--- src/rtl/red_pitaya_pll_ctrl_if.sv ---
// Signal bundle between the PLL sequencing controller and the PLL / system side.
// master = controller, slave = PLL and the logic it feeds.
interface red_pitaya_pll_ctrl_if;
  logic       pll_locked;
  logic       restart;
  logic       pll_rst;
  logic       sys_rstn;
  logic [2:0] state_o;
  logic [7:0] retry_cnt;
  logic [7:0] lost_cnt;
  logic       fault;

  modport master (
    input  pll_locked,
    input  restart,
    output pll_rst,
    output sys_rstn,
    output state_o,
    output retry_cnt,
    output lost_cnt,
    output fault
  );

  modport slave (
    output pll_locked,
    output restart,
    input  pll_rst,
    input  sys_rstn,
    input  state_o,
    input  retry_cnt,
    input  lost_cnt,
    input  fault
  );
endinterface

--- src/rtl/red_pitaya_pll_ctrl.sv ---
// PLL bring-up sequencer: pulses the PLL reset, waits for a stable lock, then
// releases the downstream reset; retries on timeout and latches FAULT after too many.
//
// state      | meaning
// RESET      | pll_rst held high for RST_CYC cycles
// WAIT_LOCK  | waiting up to TMO_CYC cycles for synchronized lock
// STABLE     | lock must stay high for LOCK_CYC consecutive cycles
// RUN        | sys_rstn released, watching for lock loss
// FAULT      | MAX_RETRY consecutive failed attempts, waits for restart
module red_pitaya_pll_ctrl #(
  parameter int RST_CYC   = 16,
  parameter int LOCK_CYC  = 1024,
  parameter int TMO_CYC   = 65536,
  parameter int MAX_RETRY = 8
) (
  input logic                   clk,
  input logic                   rstn,
  red_pitaya_pll_ctrl_if.master bus
);

  localparam int CNT_MAX = (RST_CYC > LOCK_CYC)
                           ? ((RST_CYC  > TMO_CYC) ? RST_CYC  : TMO_CYC)
                           : ((LOCK_CYC > TMO_CYC) ? LOCK_CYC : TMO_CYC);
  localparam int CW = $clog2(CNT_MAX + 1);

  localparam logic [CW-1:0] RST_LAST  = CW'(RST_CYC - 1);
  localparam logic [CW-1:0] LOCK_LAST = CW'(LOCK_CYC - 1);
  localparam logic [CW-1:0] TMO_LAST  = CW'(TMO_CYC - 1);
  localparam logic [CW-1:0] CNT_ONE   = CW'(1);
  localparam logic [7:0]    RETRY_LIM = 8'(MAX_RETRY);

  typedef enum logic [2:0] {
    ST_RESET     = 3'd0,
    ST_WAIT_LOCK = 3'd1,
    ST_STABLE    = 3'd2,
    ST_RUN       = 3'd3,
    ST_FAULT     = 3'd4
  } state_e;

  state_e        state_q;
  logic [CW-1:0] cnt_q;
  logic [7:0]    retry_q;
  logic [7:0]    retry_d;
  logic [7:0]    lost_q;
  logic          pll_rst_q;
  logic          sys_rstn_q;
  logic          fault_q;
  logic          sync1_q;
  logic          sync2_q;
  logic          lock_s;

  // pll_locked is asynchronous to clk; nothing else may look at it directly.
  always_ff @(posedge clk or negedge rstn) begin
    if (!rstn) begin
      sync1_q <= 1'b0;
      sync2_q <= 1'b0;
    end else begin
      sync1_q <= bus.pll_locked;
      sync2_q <= sync1_q;
    end
  end

  assign lock_s  = sync2_q;
  assign retry_d = retry_q + 8'd1;

  always_ff @(posedge clk or negedge rstn) begin
    if (!rstn) begin
      state_q    <= ST_RESET;
      cnt_q      <= '0;
      retry_q    <= 8'd0;
      lost_q     <= 8'd0;
      pll_rst_q  <= 1'b1;
      sys_rstn_q <= 1'b0;
      fault_q    <= 1'b0;
    end else if (bus.restart) begin
      state_q    <= ST_RESET;
      cnt_q      <= '0;
      retry_q    <= 8'd0;
      pll_rst_q  <= 1'b1;
      sys_rstn_q <= 1'b0;
      fault_q    <= 1'b0;
    end else begin
      case (state_q)
        ST_RESET: begin
          if (cnt_q == RST_LAST) begin
            state_q   <= ST_WAIT_LOCK;
            cnt_q     <= '0;
            pll_rst_q <= 1'b0;
          end else begin
            cnt_q <= cnt_q + CNT_ONE;
          end
        end

        ST_WAIT_LOCK: begin
          if (lock_s) begin
            // The sample that ends the wait is the first of the consecutive highs.
            if (LOCK_CYC == 1) begin
              state_q    <= ST_RUN;
              cnt_q      <= '0;
              retry_q    <= 8'd0;
              sys_rstn_q <= 1'b1;
            end else begin
              state_q <= ST_STABLE;
              cnt_q   <= CNT_ONE;
            end
          end else if (cnt_q == TMO_LAST) begin
            cnt_q     <= '0;
            retry_q   <= retry_d;
            pll_rst_q <= 1'b1;
            if (retry_d == RETRY_LIM) begin
              state_q <= ST_FAULT;
              fault_q <= 1'b1;
            end else begin
              state_q <= ST_RESET;
            end
          end else begin
            cnt_q <= cnt_q + CNT_ONE;
          end
        end

        ST_STABLE: begin
          if (!lock_s) begin
            state_q <= ST_WAIT_LOCK;
            cnt_q   <= '0;
          end else if (cnt_q == LOCK_LAST) begin
            state_q    <= ST_RUN;
            cnt_q      <= '0;
            retry_q    <= 8'd0;
            sys_rstn_q <= 1'b1;
          end else begin
            cnt_q <= cnt_q + CNT_ONE;
          end
        end

        ST_RUN: begin
          if (!lock_s) begin
            state_q    <= ST_RESET;
            cnt_q      <= '0;
            pll_rst_q  <= 1'b1;
            sys_rstn_q <= 1'b0;
            if (lost_q != 8'hFF) begin
              lost_q <= lost_q + 8'd1;
            end
          end
        end

        ST_FAULT: begin
          pll_rst_q  <= 1'b1;
          sys_rstn_q <= 1'b0;
          fault_q    <= 1'b1;
        end

        default: begin
          state_q    <= ST_RESET;
          cnt_q      <= '0;
          pll_rst_q  <= 1'b1;
          sys_rstn_q <= 1'b0;
          fault_q    <= 1'b0;
        end
      endcase
    end
  end

  assign bus.state_o   = state_q;
  assign bus.pll_rst   = pll_rst_q;
  assign bus.sys_rstn  = sys_rstn_q;
  assign bus.fault     = fault_q;
  assign bus.retry_cnt = retry_q;
  assign bus.lost_cnt  = lost_q;

endmodule

--- src/flat_wrapper.sv ---
// flat-port wrapper written by rule: the top's interface ports become plain ports
module red_pitaya_pll_ctrl_flat 
#(
  parameter int RST_CYC   = 16,
  parameter int LOCK_CYC  = 1024,
  parameter int TMO_CYC   = 65536,
  parameter int MAX_RETRY = 8
)
  (clk, rstn, bus_pll_locked, bus_restart, bus_pll_rst, bus_sys_rstn, bus_state_o, bus_retry_cnt, bus_lost_cnt, bus_fault);
  red_pitaya_pll_ctrl_if bus_i ();
  input logic clk;
  input logic rstn;
  input wire logic [$bits(bus_i.pll_locked)-1:0] bus_pll_locked;
  input wire logic [$bits(bus_i.restart)-1:0] bus_restart;
  output wire logic [$bits(bus_i.pll_rst)-1:0] bus_pll_rst;
  output wire logic [$bits(bus_i.sys_rstn)-1:0] bus_sys_rstn;
  output wire logic [$bits(bus_i.state_o)-1:0] bus_state_o;
  output wire logic [$bits(bus_i.retry_cnt)-1:0] bus_retry_cnt;
  output wire logic [$bits(bus_i.lost_cnt)-1:0] bus_lost_cnt;
  output wire logic [$bits(bus_i.fault)-1:0] bus_fault;
  assign bus_i.pll_locked = bus_pll_locked;
  assign bus_i.restart = bus_restart;
  assign bus_pll_rst = bus_i.pll_rst;
  assign bus_sys_rstn = bus_i.sys_rstn;
  assign bus_state_o = bus_i.state_o;
  assign bus_retry_cnt = bus_i.retry_cnt;
  assign bus_lost_cnt = bus_i.lost_cnt;
  assign bus_fault = bus_i.fault;
  red_pitaya_pll_ctrl #(.RST_CYC(RST_CYC), .LOCK_CYC(LOCK_CYC), .TMO_CYC(TMO_CYC), .MAX_RETRY(MAX_RETRY)) u_core (.clk(clk), .rstn(rstn), .bus(bus_i));
endmodule
--- config.mk ---
export PLATFORM = sky130hd
export DESIGN_NAME = red_pitaya_pll_ctrl_flat
export DESIGN_NICKNAME = d
export VERILOG_FILES = /design/src/rtl/red_pitaya_pll_ctrl_if.sv /design/src/rtl/red_pitaya_pll_ctrl.sv /design/src/flat_wrapper.sv
export SDC_FILE = /design/constraint.sdc
export NUM_CORES = 1
export LEC_CHECK = 0
export BUFFER_PORTS_ARGS = -buffer_cell sky130_fd_sc_hd__buf_2
export CAP_MARGIN = 20
export CELL_PAD_IN_SITES_DETAIL_PLACEMENT = 0
export CELL_PAD_IN_SITES_GLOBAL_PLACEMENT = 1
export CORE_MARGIN = 2
export CORE_UTILIZATION = 40
export CTS_CLUSTER_DIAMETER = 80
export CTS_CLUSTER_SIZE = 24
export DETAILED_ROUTE_END_ITERATION = 10
export PLACE_DENSITY = 0.79
export SKIP_CTS_REPAIR_TIMING = 1
export SLEW_MARGIN = 0
export SYNTH_ARGS = -nofsm -noshare
export SYNTH_HDL_FRONTEND = slang
export SYNTH_SLANG_ARGS = --single-unit
--- constraint.sdc ---
create_clock -name clk -period 2.08 [get_ports clk]
set_input_delay 0.416 -clock clk [delete_from_list [all_inputs] [get_ports clk]]
set_output_delay 0.416 -clock clk [all_outputs]
set_load 0.1 [all_outputs]
== Word level (Yosys, flattened, before mapping) ==
Cells that the tools add are included.
Cells by class
  bitwise operators: 2
  $add $sub $neg: 3
  reductions and logical operators: 11
  eq/ne operators: 22
  muxes and demuxes: 39
Operators by type and width (number)
  2-to-1 mux 17 bit: 7
  one-hot mux 17 bit (5 select lines): 1
  2-to-1 mux 8 bit: 5
  2-to-1 mux 3 bit: 8
  adder 17 x 1 -> 17 bit, second input constant: 1
  == test 17 x 10 -> 1 bit, second input constant: 1
  == test 17 x 16 -> 1 bit, second input constant: 1
  == test 17 x 4 -> 1 bit, second input constant: 1
  adder 8 x 1 -> 8 bit, second input constant: 2
  one-hot mux 8 bit (2 select lines): 1
  inequality test 3 x 2 -> 1 bit, second input constant: 5
  one-hot mux 3 bit (5 select lines): 1
  AND reduction 5 bit: 3
  2-to-1 mux 1 bit: 13
  AND reduction 4 bit: 3
  == test 8 x 4 -> 1 bit, second input constant: 1
  inequality test 8 bit, second input constant: 1
  == test 3 x 2 -> 1 bit, second input constant: 2
  inequality test 3 bit, second input constant: 2
  one-hot mux 1 bit (3 select lines): 2
  inequality test 2 x 1 -> 1 bit, second input constant: 2
  inequality test 2 bit, second input constant: 2
  inequality test 4 x 2 -> 1 bit, second input constant: 1
  inequality test 4 bit, second input constant: 1
  9 further kinds: 10
Word-level totals
  flip-flop bits (word level): 41
  output and inout port bits: 22
  input port bits: 4
  word-level logic and storage cells: 86

== Longest topological paths before layout ==
Gate-level depths: netlist of run 1.
  depth in word-level cells: 7
  depth in mapped cells: 12
  mapped depth without buffers: 10

== Worst setup path before layout of run 1 ==
No wires, ideal clock.
  kind: reg2reg
  start: register u_core.lost_q[0], in the netlist u_core.bus.lost_cnt[0]
  end: register u_core.lost_q[7], in the netlist u_core.bus.lost_cnt[7]
  period minus slack after synthesis: 2367 ps
  library setup time: 159 ps
  stages on the path, launching flop included: 7
  path buffers: 0
  arrival time: 2208 ps
  data required time: 1921 ps
  slack: -287 ps
  path through: dfrtp_1 ha_1 and3_1 a311oi_2 and4_1 nand3_1 xnor2_1
On the way
  longest elaborated chain between the ends: 2
  elaborated cells on any way between the ends: 3
  classes of those cells: add/sub: 1; eq/ne: 1; reduce/logical: 1
RTL lines
  from (decl): line red_pitaya_pll_ctrl.sv:44  | logic [7:0] lost_q;
  from (signal assigned): line red_pitaya_pll_ctrl.sv:142  | lost_q <= lost_q + 8'd1;
  branches (longest 2 deep; another with adder 8 x 1 -> 8 bit)
Several ways; the timed one is not identified.
A chain may end at the register's enable or synchronous reset.

== Worst setup path after layout of run 1 ==
  start: register u_core.cnt_q[1]
  end: register u_core.cnt_q[12]
On the way
  longest elaborated chain between the ends: 5
  elaborated cells on any way between the ends: 11
  classes of those cells: add/sub: 1; eq/ne: 3; mux: 7
RTL lines
  from (decl): line red_pitaya_pll_ctrl.sv:41  | logic [CW-1:0] cnt_q;
  from (signal assigned): line red_pitaya_pll_ctrl.sv:90  | cnt_q <= cnt_q + CNT_ONE;
  from (signal assigned): line red_pitaya_pll_ctrl.sv:117  | cnt_q <= cnt_q + CNT_ONE;
  from (signal assigned): line red_pitaya_pll_ctrl.sv:131  | cnt_q <= cnt_q + CNT_ONE;
  adder 17 x 1 -> 17 bit, or another cell as far along: line red_pitaya_pll_ctrl.sv:90, red_pitaya_pll_ctrl.sv:117, red_pitaya_pll_ctrl.sv:131
  2-to-1 mux 17 bit (on tied branches): line red_pitaya_pll_ctrl.sv:125, red_pitaya_pll_ctrl.sv:106
  2-to-1 mux 17 bit (on tied branches): line red_pitaya_pll_ctrl.sv:122, red_pitaya_pll_ctrl.sv:95
  one-hot mux 17 bit (5 select lines) *: line red_pitaya_pll_ctrl.sv:83  | case (state_q)
  2-to-1 mux 17 bit *: line red_pitaya_pll_ctrl.sv:75  | end else if (bus.restart) begin
Mark *: on every way between the ends. The rest lies on a longest branch, timed or not.

==> results.yml, run 1 <==
outcome:
  outcome: "finished with violations"
  failed_checks: "setup timing"
sta:
  skew_ns: 0.00815
  setup_viol_count_final: 17
  relSlewSlack_pct: 66.2
  final-hold-violation-count: 0
  worstMarginPinSlew_ns: 0.504
  fin_crit_sh_pct: 106
  period_needed_ns: 2.20
  setup_tns_ns: -1.29
  setup_slack_ns: -0.118
  final-max-slew-violation-count: 0
  timing.fmax_ghz: 0.455
  rsz0062_at_grt: "yes"
synth:
  postSynthCellCount: 247
  synthTopCellsByArea: "dfrtp_1 44%, nor2_1 4.6%, nand2_1 4.3%, o21ai_0 4.1%, xnor2_1 3.8%"
  ys_types: 53
  synth_edf_count: 0
  synth.largest_area_cell: "dfrtp_1"
  yosysWarnings: 0
  ys_ff_latch: 41
  netlist_area_um2: 2290
  synth_flop_cell: "dfrtp_1"
  syn_avg_cell_area_um2: 9.28
  synthesis.nets: 256
  async_reset_ff_share_pct: 100
  yosysTopAreaCellShare_pct: 43.7
  synth_seq_area_share_pct: 44.8
grt:
  grt_overflow: 0
  grt_pass1_vias: 1915
  grt_pass1_wl_um: 9060
  grt_usage_pct: 18.1
  grt_start_max_net_pins: 22
  antenna_found_initial: 0
clock_tree:
  cts_buffer_depth: 2
  cts_sinks: 41
  cts-buffers-inserted: 5
  clkLatencyLatePin_ns: 0.30
  cts-root-buf: "clkbuf_8"
  clkSlewWorstSetupHoldPaths_ns: 0.08
  cts_tree: "done"
  ctsHtreeMaxLevel: 2
worst_setup_path:
  max_stage_delay_ns: 0.36
  crit_path_end_kind: "flip-flop"
  worstPathCellList: "ha_2, nand3_2, nor3_2, and3_4, ha_4, nor2_2, and3_4, or2_4, nor2_4, clkbuf_16, nor2_1"
  rrSetupSlack_ns: -0.12
  reg2reg_from: "u_core.cnt_q[1]"
  worstPathMaxFanout: 5
  arrival_ns: 2.39
  crit_type: "flip-flop to flip-flop"
  cp-start-kind: "flip-flop"
  rr_worst_depth: 11
  regToRegEndpoint: "u_core.cnt_q[12]"
  cp_slowest_cell: "dfrtp_1"
  cp_common_cell: "and3_4"
  cp.required_ns: 2.27
layout:
  final_nets: 319
  final_common_cell: "buf_4"
  syn2layout_area_growth_pct: 32.1
  final_cell_mix: "39 x buf_4, 29 x dfrtp_1, 26 x nor2_1, 25 x nand2_1, 25 x buf_2"
  layout-drive-gt1-share_pct: 37.3
  antennaDiodeCount: 0
  final_cell_area_um2: 3030
floorplanning:
  start_util_pct: 41.6
  rows: 27
  io_pins: 26
  core_um2: 5510
  die_w_um: 79.7
  die_height_um: 79.7
  fp.dieArea_um2: 6350
routing:
  drc_errors: 0
  routed_wl_um: 5390
  firstDrtPassIters: 4
  drt_iter0_drc: 113
  wl_per_cell_um: 14.1
  vias_per_cell: 5.35
  vias: 2049
  postRouteAntennaNets: 0
power_and_ir_drop:
  p_per_area_nw_per_um2: 595
  peakVddDrop_v: 0.000646
  p_leak_nw: 1.38
place:
  dpl_cell_area_um2: 2750
  dp_hpwl_um: 3820
  io_buffers: 25
  place.gp.congestion: 0.834
run:
  maxCapViolCount: 0
worst_hold_path:
  hp-class: "input port to async pin"
==> per-layer routing <==
layer	vias up	track usage (%)	share of wire, %
li1	1009	-	-
met1	995	26.4	49
met2	38	27.6	46
met3	7	2.71	3.9
met4	0	5.69	1.4
met5	-	0	0
==> where the power goes <==
group          switching, W  internal [W]
registers         0.0000201      0.000821
clock network      0.000294      0.000359
logic              0.000203      0.000103
==> metrics by stage <==
stage,hold slack (ns),total power (W),cells,setup WS [ns],util [%]
final,0.0561,0.00180,383,-0.118,55.0
after global routing,0.0870,0.00188,383,-0.195,55.0
after CTS,0.0690,0.00178,377,-0.153,52.1
after detailed placement,0.341,0.00112,369,-0.131,50.0
after global placement,0.335,0.00112,369,-0.0389,50.0
after floorplan,0.120,0.00104,247,-0.0852,-
==> how the worst max path moves through the flow <==
stage,from,endpoint,slack (ns),depth (start not counted)
6_report,u_core.cnt_q[1],u_core.cnt_q[12],-0.12,11
5_1_grt,u_core.cnt_q[0],u_core.cnt_q[8],-0.20,11
4_1_cts,u_core.cnt_q[1],u_core.cnt_q[13],-0.15,10
3_5_place_dp,u_core.cnt_q[1],u_core.cnt_q[13],-0.13,10
3_3_place_gp,u_core.cnt_q[10],u_core.bus.retry_cnt[3],-0.04,9
2_1_floorplan,u_core.cnt_q[0],u_core.cnt_q[15],-0.09,12
==> flip-flops by register name, indices dropped and copies added, names as in the netlist, 3 cells and up <==
signal,flops
u_core.bus.retry_cnt,8
u_core.bus.lost_cnt,8
u_core.bus.state_o,3
u_core.cnt_q,17
==> cell usage after synthesis (2+ instances only) <==
cell,number
dfrtp_1,40
nor2_1,28
nand2_1,26
o21ai_0,19
and3_1,11
nand3_1,10
xnor2_1,10
nor3_1,8
xor2_1,8
clkbuf_1,5
ha_1,5
inv_1,5
nor2b_1,5
nor4_1,5
o31ai_1,4
a21oi_1,3
and2_1,3
nor3b_1,3
o41ai_1,3
a211oi_1,2
a31oi_1,2
a32o_1,2
and4_1,2
buf_2,2
nand2b_1,2
nand4_1,2
nor2_4,2
o21ai_1,2
o21ai_2,2
o22ai_1,2
or3_4,2
==> kinds of logic after synthesis <==
kind of cell | Yosys count | share of synthesized area, %
AND/OR/NAND/NOR | 115 | 26.3
AO/OA/AOI/OAI | 52 | 15.7
flip-flops | 41 | 44.8
XOR/XNOR | 18 | 6.88
buffers and inverters | 15 | 3.06
adder cells (fa/ha/maj) | 5 | 2.73
multiplexers | 1 | 0.491
==> cell type report <==
class / count / area (µm²)
well taps: 72 / 90.1
fillers: 505 / 2480
clock inverters: 3 / 46.3
multi-input cells: 191 / 1300
repair buffers: 66 / 463
clock buffers: 5 / 68.8
inverters: 5 / 18.8
flip-flops and latches: 41 / 1040
==> worst max-delay path: cells and delay by family (launching register included) <==
family | cells | cell delay (ns)
fa+ha+maj | 2 | 0.35
buf+inv | 1 | 0.16
flops | 1 | 0.36
simple gates | 8 | 1.22
(Power assumes the default switching activity.)
==> run 2, diff against run 1 <==
--- a/config.mk
+++ b/config.mk
@@ -10,11 +10,13 @@
 export CELL_PAD_IN_SITES_DETAIL_PLACEMENT = 0
 export CELL_PAD_IN_SITES_GLOBAL_PLACEMENT = 1
 export CORE_MARGIN = 2
-export CORE_UTILIZATION = 40
+export CORE_UTILIZATION = 46
+export CTS_BUF_LIST = sky130_fd_sc_hd__clkbuf_4
 export CTS_CLUSTER_DIAMETER = 80
 export CTS_CLUSTER_SIZE = 24
 export DETAILED_ROUTE_END_ITERATION = 10
-export PLACE_DENSITY = 0.79
+export HOLD_SLACK_MARGIN = 0.03
+export PLACE_DENSITY = 0.85
 export SKIP_CTS_REPAIR_TIMING = 1
 export SLEW_MARGIN = 0
 export SYNTH_ARGS = -nofsm -noshare
==> constraint.sdc (replaced) <==
create_clock -name clk -period 2.1 [get_ports clk]
set_input_delay 0.42 -clock clk [delete_from_list [all_inputs] [get_ports clk]]
set_output_delay 0.42 -clock clk [all_outputs]
set_load 0.1 [all_outputs]
==> results.yml, run 2 (synthesis results as in run 1) <==
outcome:
  outcome: "finished with violations"
  failed_checks: "setup timing"
clock_tree:
  clkLatencyLatePin_ns: 0.35
  cts_buffer_depth: 2
  clkSlewWorstSetupHoldPaths_ns: 0.13
  cts_sinks: 41
  cts-root-buf: "clkbuf_4"
  cts-buffers-inserted: 5
  cts_tree: "done"
  ctsHtreeMaxLevel: 2
power_and_ir_drop:
  p_per_area_nw_per_um2: 597
  finalPower_w: 0.00175
  p_leak_nw: 1.34
  peakVddDrop_v: 0.000517
sta:
  timing.fmax_ghz: 0.467
  setup_viol_count_final: 7
  final-max-slew-violation-count: 0
  skew_ns: 0.0100
  fin_crit_sh_pct: 102
  setup_slack_ns: -0.0426
  relSlewSlack_pct: 60.1
  worstMarginPinSlew_ns: 0.596
  rsz0062_at_grt: "yes"
  setup_tns_ns: -0.213
  period_needed_ns: 2.14
  final-hold-violation-count: 0
worst_setup_path:
  worstPathMaxFanout: 6
  crit_type: "flip-flop to flip-flop"
  rr_worst_depth: 10
  cp.required_ns: 2.35
  arrival_ns: 2.39
  regToRegEndpoint: "u_core.cnt_q[13]"
  rrSetupSlack_ns: -0.04
  cp-start-kind: "flip-flop"
  crit_path_end: "u_core.cnt_q[13]"
  crit_path_end_kind: "flip-flop"
  crit_start: "u_core.cnt_q[0]"
  reg2reg_from: "u_core.cnt_q[0]"
floorplanning:
  start_util_pct: 48.2
  io_pins: 26
  rows: 25
  core_um2: 4750
  die_w_um: 74.6
  die_height_um: 74.6
  fp.dieArea_um2: 5560
layout:
  multiInputGateArea_um2: 1280
  antennaDiodeCount: 0
  regArea_um2: 1040
  stdcell_count: 373
  regMostFlops: "u_core.cnt_q"
  layout-drive-gt1-share_pct: 35.9
  syn2layout_area_growth_pct: 28.0
  post-route-util_pct: 61.7
  largest_reg_flops: 17
  final_nets: 314
  fill_cells: 433
  final_cell_mix: "33 x buf_4, 29 x dfrtp_1, 25 x nand2_1, 25 x buf_2, 24 x nor2_1"
  final_common_cell: "buf_4"
grt:
  grt_pass1_wl_um: 8650
  grt_pass1_vias: 1832
  grt_usage_pct: 20.2
  grt_start_max_net_pins: 41
  grt_overflow: 0
  antenna_found_initial: 0
routing:
  drt_iter0_drc: 119
  wl_per_cell_um: 13.9
  drc_errors: 0
  postRouteAntennaNets: 0
  routed_wl_um: 5180
  firstDrtPassIters: 4
  vias: 2017
  vias_per_cell: 5.41
place:
  io_buffers: 25
  dp_hpwl_um: 3630
  place.gp.congestion: 0.875
  placedCellCount: 359
  pre_cts_ws_ns: -0.0848
worst_hold_path:
  hp-class: "input port to flip-flop"
run:
  maxCapViolCount: 0
## run 2: worst min path at each step
stage	slack, ns	endpoint	startpoint	cells after the start
CTS	-0.18	u_core.bus.lost_cnt[5]	rstn	1
floorplan	0.12	u_core.bus.fault	rstn	0
global route	0.15	u_core.sync1_q	bus_pll_locked	1
finish	0.17	u_core.sync1_q	bus_pll_locked	1
global placement	0.22	u_core.bus.lost_cnt[5]	rstn	1
detailed placement	0.22	u_core.bus.lost_cnt[5]	rstn	1
## run 2: final cells by class
| type | count | area share, % |
|---|---|---|
| Inverter | 5 | 0.640 |
| Clock buffer | 5 | 1.28 |
| Sequential cell | 41 | 35.5 |
| Timing Repair Buffer | 60 | 13.7 |
| Tap cell | 67 | 2.86 |
| Clock inverter | 3 | 2.22 |
| Multi-Input combinational cell | 192 | 43.8 |
## run 2: power by group
part	total, W	switching, W	internal (W)
Sequential	0.000833	0.0000219	0.000811
Clock	0.000630	0.000261	0.000368
Combinational	0.000288	0.000197	0.0000905
Total	0.00175	0.000480	0.00127
## run 2: stage by stage
step	hold WS [ns]	cell area (µm²)
detailed placement	0.219	2720
global placement	0.219	2720
global route	0.146	2930
floorplan	0.124	2320
finish	0.172	2930
CTS	-0.177	2820
## run 2: critical path: stages, from the launching register on
cell	delay (ns)
dfrtp_1	0.38
ha_2	0.19
nand3_2	0.10
nor3_2	0.19
and3_4	0.22
ha_4	0.15
nor2_2	0.04
and3_4	0.15
or2_4	0.28
nor2_4	0.25
o21ai_1	0.09
## run 2: routing by layer
| metal | share of wire [%] | global-route usage (%) | vias up |
|---|---|---|---|
| met1 | 48 | 29.7 | 961 |
| met4 | 0.89 | 4.76 | 0 |
| met2 | 47 | 30.7 | 46 |
| li1 | - | - | 1005 |
| met5 | 0 | 0 | - |
| met3 | 4.4 | 4.20 | 5 |
==> run 3, diff against run 2 <==
--- a/config.mk
+++ b/config.mk
@@ -5,19 +5,20 @@
 export SDC_FILE = /design/constraint.sdc
 export NUM_CORES = 1
 export LEC_CHECK = 0
+export ABC_AREA = 1
 export BUFFER_PORTS_ARGS = -buffer_cell sky130_fd_sc_hd__buf_2
 export CAP_MARGIN = 20
 export CELL_PAD_IN_SITES_DETAIL_PLACEMENT = 0
 export CELL_PAD_IN_SITES_GLOBAL_PLACEMENT = 1
-export CORE_MARGIN = 2
-export CORE_UTILIZATION = 46
+export CORE_UTILIZATION = 45
 export CTS_BUF_LIST = sky130_fd_sc_hd__clkbuf_4
 export CTS_CLUSTER_DIAMETER = 80
 export CTS_CLUSTER_SIZE = 24
 export DETAILED_ROUTE_END_ITERATION = 10
 export HOLD_SLACK_MARGIN = 0.03
-export PLACE_DENSITY = 0.85
+export PLACE_DENSITY = 0.86
 export SKIP_CTS_REPAIR_TIMING = 1
+export SKIP_LAST_GASP = 1
 export SLEW_MARGIN = 0
 export SYNTH_ARGS = -nofsm -noshare
 export SYNTH_HDL_FRONTEND = slang
==> results.yml, run 3 <==
power_and_ir_drop:
  power.internal_w: 0.00152
  comb_power_share_pct: 50.4
  p_leak_nw: 1.61
  clockPowerShare_pct: 16.8
  power_switching_w: 0.00158
  finalPower_w: 0.00310
  peakVddDrop_v: 0.00110
  p_seq_share_pct: 32.8
  p_per_area_nw_per_um2: 994
  swShare_pct: 51.1
worst_setup_path:
  crit_type: "flip-flop to flip-flop"
  worstPathMaxFanout: 5
  arrival_ns: 2.56
  crit_path_end_kind: "flip-flop"
  cp.required_ns: 2.35
  cp-start-kind: "flip-flop"
sta:
  final-hold-violation-count: 2
  skew_ns: 0.0163
  setup_slack_ns: -0.215
  fin_crit_sh_pct: 110
  rsz0062_at_grt: "yes"
  final-max-slew-violation-count: 0
  holdWs_ns: -0.00233
  relSlewSlack_pct: 65.8
  worstMarginPinSlew_ns: 0.512
  period_needed_ns: 2.31
  timing.fmax_ghz: 0.432
  setup_viol_count_final: 23
synth:
  async_reset_ff_share_pct: 100
  synth_flop_cell: "dfrtp_1"
  yosysTopAreaCellShare_pct: 40.0
  yosys-top-cells-count: "85 x nand2_1, 44 x nor2_1, 40 x dfrtp_1"
  synth.largest_area_cell: "dfrtp_1"
  ys_types: 36
  postSynthCellCount: 325
  synth_most_common_cell: "nand2_1"
  synthesis.nets: 334
  synthTopCellsByArea: "dfrtp_1 40%, nand2_1 13%, nor2_1 6.6%, nand3_1 5.0%, inv_1 4.9%"
  synth_edf_count: 0
  ys_ff_latch: 41
  synth_seq_area_share_pct: 41.0
  syn_avg_cell_area_um2: 7.71
  yosysWarnings: 0
  netlist_area_um2: 2500
clock_tree:
  clkSlewWorstSetupHoldPaths_ns: 0.13
  ctsHtreeMaxLevel: 2
  cts-buffers-inserted: 5
  cts-root-buf: "clkbuf_4"
  cts_tree: "done"
  clkLatencyLatePin_ns: 0.37
  cts_buffer_depth: 2
  cts_sinks: 41
place:
  io_buffers: 25
  dp_hpwl_um: 4090
  placedCellCount: 441
  dpl_cell_area_um2: 2900
  place.gp.congestion: 0.805
layout:
  regMostFlops: "u_core.cnt_q"
  layout-drive-gt1-share_pct: 30.1
  antennaDiodeCount: 0
  largest_reg_flops: 17
  final_cell_area_um2: 3120
  post-route-util_pct: 59.5
  final_common_cell: "nand2_1"
  syn2layout_area_growth_pct: 24.5
  final_nets: 394
  final_cell_mix: "82 x nand2_1, 41 x nor2_1, 34 x dfrtp_1, 32 x inv_1, 29 x buf_4"
  stdcell_count: 456
floorplanning:
  io_pins: 26
  core_um2: 5240
  die_height_um: 76.6
  die_w_um: 76.6
  rows: 26
  fp.dieArea_um2: 5870
  start_util_pct: 47.8
routing:
  routed_wl_um: 5510
  drc_errors: 0
  wl_per_cell_um: 12.1
  drt_iter0_drc: 126
  vias: 2240
  vias_per_cell: 4.91
  firstDrtPassIters: 4
  postRouteAntennaNets: 0
outcome:
  outcome: "finished with violations"
  failed_checks: "hold timing, setup timing"
grt:
  grt_start_max_net_pins: 25
  grt_usage_pct: 20.4
  grt_pass1_vias: 2122
  antenna_found_initial: 0
  grt_pass1_wl_um: 9550
  grt_overflow: 0
run:
  maxCapViolCount: 0
worst_hold_path:
  hp-class: "input port to async pin"
run 3: cell count changes in the layout (fill, tap and decap cells not counted), sizes merged, moves of 4 or more:
cell   previous run  this run
nor2b             5         0
nand2            26        94
inv               5        41
and3             11         0
nand3            10        27
nor3              8        12
nor2             31        52
nor4              6         0
o21ai            23        12
xnor2            10         4
buf              59        54
run 3: final cells by class:
type / instances / area, µm²
multi-input cells: 242 / 1410
well taps: 70 / 87.6
repair buffers: 54 / 343
flip-flops and latches: 41 / 1030
repair inverters: 1 / 11.3
fillers: 494 / 2120
inverters: 40 / 158
clock inverters: 3 / 41.3
clock buffers: 5 / 37.5
run 3: layer usage:
metal | up-vias | share of wire [%] | routed length [µm] | track usage [%]
met5 | - | 0 | 0 | 0
met4 | 0 | 1.1 | 59 | 8.08
met3 | 5 | 3.3 | 179 | 2.51
met2 | 51 | 43 | 2390 | 31.2
met1 | 1021 | 52 | 2880 | 29.2
li1 | 1163 | - | - | -
run 3: final timing paths:
kind / start / to / slack (ns) / depth (start not counted)
max: u_core.cnt_q[1] / u_core.bus.retry_cnt[2] / -0.21 / 16
min: rstn / u_core.bus.lost_cnt[5] / -0.002 / 1
max reg2reg: u_core.cnt_q[1] / u_core.bus.retry_cnt[2] / -0.21 / 16
min reg2reg: u_core.sync1_q / u_core.lock_s / 0.37 / 0
max in group asynchronous: rstn / u_core.cnt_q[14] / 1.45 / 2
min in group clk: bus_pll_locked / u_core.sync1_q / 0.15 / 1
run 3: critical path, stage by stage, from the launching register on:
cell	delay, ns
dfrtp_1	0.39
ha_2	0.22
nand3_4	0.09
nor2_4	0.10
nand2_2	0.08
nor3_4	0.14
nand2_2	0.10
nor2_4	0.14
ha_4	0.14
inv_2	0.04
nor2_4	0.08
nor2_2	0.06
nor3_2	0.20
buf_4	0.14
nand2_1	0.12
nand2_1	0.09
o21ai_1	0.06
run 3: power by group through the flow:
stage | Sequential [W] | Clock [W] | Combinational (W)
5_1_grt | 0.00104 | 0.000569 | 0.00168
4_1_cts | 0.00102 | 0.000541 | 0.00144
3_5_place_dp | 0.00103 | 0 | 0.00143
6_report | 0.00102 | 0.000520 | 0.00156
3_3_place_gp | 0.00103 | 0 | 0.00142
2_1_floorplan | 0.00160 | 0 | 0.000549
run 3: cell families (layout without fill, tap and decap cells):
group	Yosys count	after routing	share of synthesized area (%)
XOR/XNOR	14	14	4.89
flip-flops	41	41	41.0
buffers and inverters	43	103	7.29
multiplexers	2	2	0.899
AO/OA/AOI/OAI	27	27	6.29
adder cells (fa/ha/maj)	5	5	2.50
AND/OR/NAND/NOR	193	194	37.1
run 3: through the flow:
stage               TNS (ns)  worst slack [ns]
finish                 -2.08            -0.215
global route           -5.66            -0.358
CTS                    -4.04            -0.269
detailed placement     -2.80            -0.209
global placement      -0.496           -0.0825
floorplan             -0.989            -0.139
